--- src/rtl/regfile_mp.sv ---
// rtl/regfile_mp.sv - multi-port register file with post-reset clear sweep, write bypass and busy scoreboard
module regfile_mp #(
  parameter int DATA_W   = 32,
  parameter int ADDR_W   = 5,
  parameter int NREAD    = 2,
  parameter int ZERO_REG = 1,
  parameter int BYPASS   = 1,
  parameter int TEST_IDX = 18
) (
  input  logic                      clk,
  input  logic                      rst,
  input  logic [NREAD*ADDR_W-1:0]   rd_addr,
  output logic [NREAD*DATA_W-1:0]   rd_data,
  input  logic                      wr0_en,
  input  logic [ADDR_W-1:0]         wr0_addr,
  input  logic [DATA_W-1:0]         wr0_data,
  input  logic                      wr1_en,
  input  logic [ADDR_W-1:0]         wr1_addr,
  input  logic [DATA_W-1:0]         wr1_data,
  input  logic                      resv_en,
  input  logic [ADDR_W-1:0]         resv_addr,
  output logic [(1<<ADDR_W)-1:0]    busy,
  output logic                      ready,
  output logic [DATA_W-1:0]         test_reg
);

  localparam int DEPTH = 1 << ADDR_W;
  localparam logic [ADDR_W:0]   LAST_IDX = (ADDR_W+1)'(DEPTH - 1);
  localparam logic [ADDR_W-1:0] TEST_A   = ADDR_W'(TEST_IDX);

  typedef enum logic {INIT, RUN} state_t;

  state_t            state, state_next;
  logic [ADDR_W:0]   idx, idx_next;
  logic              ready_next;
  logic [DEPTH-1:0]  busy_next;
  logic [DATA_W-1:0] mem [DEPTH];
  logic              wr0_go, wr1_go;

  function automatic logic zero_addr(input logic [ADDR_W-1:0] a);
    return (ZERO_REG != 0) && (a == '0);
  endfunction

  // A write only "commits" in RUN and outside reset; bypass and scoreboard both key off this.
  assign wr0_go = (state == RUN) && rst && wr0_en && !zero_addr(wr0_addr);
  assign wr1_go = (state == RUN) && rst && wr1_en && !zero_addr(wr1_addr);

  always_comb begin
    state_next = state;
    idx_next   = idx;
    ready_next = ready;
    busy_next  = busy;
    case (state)
      INIT: begin
        idx_next = idx + 1'b1;
        if (idx == LAST_IDX) begin
          state_next = RUN;
          ready_next = 1'b1;
        end
      end
      RUN: begin
        // A new reservation supersedes a retiring write to the same entry.
        for (int r = 0; r < DEPTH; r++) begin
          if (resv_en && (resv_addr == ADDR_W'(r)) && !zero_addr(resv_addr))
            busy_next[r] = 1'b1;
          else if ((wr0_go && (wr0_addr == ADDR_W'(r))) ||
                   (wr1_go && (wr1_addr == ADDR_W'(r))))
            busy_next[r] = 1'b0;
        end
      end
      default: state_next = INIT;
    endcase
  end

  always_ff @(posedge clk) begin
    if (!rst) begin
      state <= INIT;
      idx   <= '0;
      ready <= 1'b0;
      busy  <= '0;
    end else begin
      state <= state_next;
      idx   <= idx_next;
      ready <= ready_next;
      busy  <= busy_next;
    end
  end

  // Array has no reset; the sweep clears it one entry per cycle.
  always_ff @(posedge clk) begin
    if (rst) begin
      if (state == INIT) begin
        mem[idx[ADDR_W-1:0]] <= '0;
      end else begin
        if (wr1_go) mem[wr1_addr] <= wr1_data;
        if (wr0_go) mem[wr0_addr] <= wr0_data;
      end
    end
  end

  for (genvar k = 0; k < NREAD; k++) begin : g_rd
    logic [ADDR_W-1:0] a;
    logic [DATA_W-1:0] val;
    assign a = rd_addr[k*ADDR_W +: ADDR_W];
    always_comb begin
      val = mem[a];
      if (!ready || zero_addr(a))
        val = '0;
      else if ((BYPASS != 0) && wr0_go && (wr0_addr == a))
        val = wr0_data;
      else if ((BYPASS != 0) && wr1_go && (wr1_addr == a))
        val = wr1_data;
    end
    assign rd_data[k*DATA_W +: DATA_W] = val;
  end

  assign test_reg = mem[TEST_A];

endmodule
--- config.mk ---
export PLATFORM = sky130hd
export DESIGN_NAME = regfile_mp
export DESIGN_NICKNAME = d
export VERILOG_FILES = /design/src/rtl/regfile_mp.sv
export SDC_FILE = /design/constraint.sdc
export NUM_CORES = 2
export LEC_CHECK = 0
export ABC_AREA = 1
export CAP_MARGIN = 20
export CORE_MARGIN = 5
export CORE_UTILIZATION = 49
export CTS_CLUSTER_SIZE = 40
export DETAILED_ROUTE_END_ITERATION = 8
export MAX_ROUTING_LAYER = met4
export PLACE_DENSITY = 0.64
export SYNTH_ARGS = -nofsm -noshare
export SYNTH_HDL_FRONTEND = slang
export SYNTH_SLANG_ARGS = --single-unit
--- constraint.sdc ---
create_clock -name clk -period 8.07 [get_ports clk]
set_clock_uncertainty 0.2 [all_clocks]
set_input_delay 1.614 -clock clk [delete_from_list [all_inputs] [get_ports clk]]
set_output_delay 1.614 -clock clk [all_outputs]
set_load 0.01 [all_outputs]
==> results.cfg <==
[global_route]
met2_usage_pct = 60.5
grt_pass1_vias = 62700
grt_use_met1_pct = 54.1
antenna_found_initial = 11
grt_pass1_wl_um = 431000
grt_usage_pct = 43.0
grt_max_degree = 159
grt_use_met3_pct = 12.4
grt_busiest_layer = met2
overflow = 0

[placement]
dpl_cell_area_um2 = 69500
port_buffers = 222
pre_cts_ws_ns = 0.880
globalplace.congestion = 0.997
hpwl_um = 178000

[logic_synthesis]
syn_avg_cell_area_um2 = 7.26
yosys_warnings = 0
async_reset_ff_share_pct = 0
ys_seq_elements = 1064
syn_inst = 9011
ys.flop_type = edfxtp_1
synth_fp_nets = 9106
synth_cell_types = 33
yosysSeqAreaShare_pct = 48.2
synth_area_um2 = 65400
synth-edff-count = 1024

[run_status]
status = finished, final reports clean

[hold_path]
worstHoldPathType = register to register

[die]
coreArea_um2 = 133000
start_util_pct = 49.2
dieHeight_um = 375
die_area_um2 = 141000
ioPinCount = 223
die_x_um = 375
rows = 134

[timing]
layout_setup_ws_ns = 0.695
setup_viol = 0
report.final.slew_viol_count = 0
worst_pin_slew_ns = 1.33
maxSlewHeadroom_pct = 11.5
fmax_mhz = 136
hold_viol = 0
period_share_pct = 91.4
finalCriticalPeriod_ns = 7.38
setup_tns_ns = 0
grt_setup_unrepaired = no

[power]
peakVddDrop_v = 0.000175
power_mw = 13.1
p_leak_nw = 28.7
power_density_nw_per_um2 = 178

[drt]
vias = 68200
wl_per_cell_um = 28.7
remaining_drc_errors = 0
ant_nets = 0
via_per_inst = 6.41
routed_wl_um = 305000
dr.first_iter.drc_count = 12200
drt-pass1-iter-count = 7

[critical_path]
worstSetupStartpointType = primary input
path_max_fanout = 33
cpPeakStageDelay_ns = 0.65
required_ns = 6.26
endpoint_kind = primary output
arrival_ns = 5.56
crit_chain = clkdlybuf4s50_1 > inv_2 > nor2_4 > inv_2 > o21ai_4 > nand4_1 > buf_4 > o21ai_0 > a21oi_1 > clkdlybuf4s50_1
critPathKind = primary input to primary output
path_buf_inv = 5
critPathTopFamily = buffers and inverters
cp_slowest_cell = inv_2

[clocking]
insertion_delay_ns = 0.75
post_cts_resized = 0
post-cts-setup-buffers = 0
cts.path.max_buffers = 3
htree_levels = 3
clock-sinks = 1064
clkSlewWorstSetupHoldPaths_ns = 0.06
clock-root-buffer = clkbuf_16
postCtsHoldBufs = 0
cts_made_buffers = 120
cts_tree = done

[run]
drv_cap = 0

[finish]
drive_gt1_share_pct = 5.87
area_delta_synth_final_pct = 12.2
final_core_util_pct = 55.2
layout.nets = 8860
mostFrequentLayoutCells = nand2_1, nand3_1, o21ai_0, edfxtp_1, a21oi_1
layout_commonest_cell = nand2_1
stdcell_area_um2 = 73500
per-layer routing:
| metal | wire length [um] | share of wire (%) | vias up |
|---|---|---|---|
| li1 | - | - | 29600 |
| met1 | 107000 | 35 | 31400 |
| met2 | 126000 | 41 | 5847 |
| met3 | 47300 | 15 | 1372 |
| met4 | 24900 | 8.1 | 0 |
| met5 | 0 | 0 | - |
logic make-up (layout without fill, tap and decap cells):
logic type,Yosys count,in the layout,share of synthesized area [%]
buffers and inverters,1137,989,6.89
and+or+nand+nor,5145,5145,32.0
adders and majority gates,1,1,0.0191
AOI/OAI and AO/OA,1648,1648,12.7
other,0,11,0
xor gates and xnor gates,16,16,0.214
DFF,1064,1064,48.2
worst register-to-register path, cell delays in order (launching register included):
cell and delay (ns):
dfxtp_1 0.44, nand3_2 0.20, nor2_4 0.25, inv_2 0.37
o21ai_4 0.24, nand2_4 0.37, nor2_4 0.87, inv_1 0.28
o21ai_4 0.44, buf_4 0.52
power by group:
group / internal [mW] / switching, mW
registers: 6.00 / 0.0126
logic: 0.383 / 1.15
clock network: 3.15 / 2.40
total: 9.54 / 3.56
metrics by stage:
step | std cells | hold WS [ns]
final | 10600 | 0.261
after global routing | 10600 | 0.290
after CTS | 10600 | 0.264
after detailed placement | 10400 | 0.257
after global placement | 10400 | 0.254
after floorplan | 9011 | 0.252
final cells by class:
class                           count  area [um2]
Antenna cell                       11        27.5
Clock buffer                      145        3210
Clock inverter                     75         642
Fill cell                       12300       59700
Inverter                          299        1160
Multi-Input combinational cell   6810       30000
Sequential cell                  1064       31600
Tap cell                         1768        2210
Timing Repair Buffer              470        4630
sequential cells by signal (all words and copies together), names as in the netlist:
signal and count:
busy 32, ready 1, idx 6, mem 1024
state 1
worst paths after layout:
| kind | from | to | slack, ns | cells past startpoint |
|---|---|---|---|---|
| hold reg to reg | busy[31] | busy[31] | 0.26 | 2 |
| hold / removal | busy[31] | busy[31] | 0.26 | 2 |
| setup reg to reg | state | mem[9][13] | 3.50 | 9 |
| setup / recovery | wr0_addr[4] | rd_data[29] | 0.69 | 10 |
cell usage after synthesis (all sizes together) (14+ instances only):
library cell	instances	share of area (%)
buf	238	1.7
a21oi	425	3.3
o22ai	14	0.13
clkbuf	600	3.4
o21ai	1206	9.3
nand3	1255	9.6
edfxtp	1024	47
nor2	154	0.90
dfxtp	40	1.2
nand2	3719	21
inv	296	1.7
No activity file was read; power rests on OpenSTA's default activity.
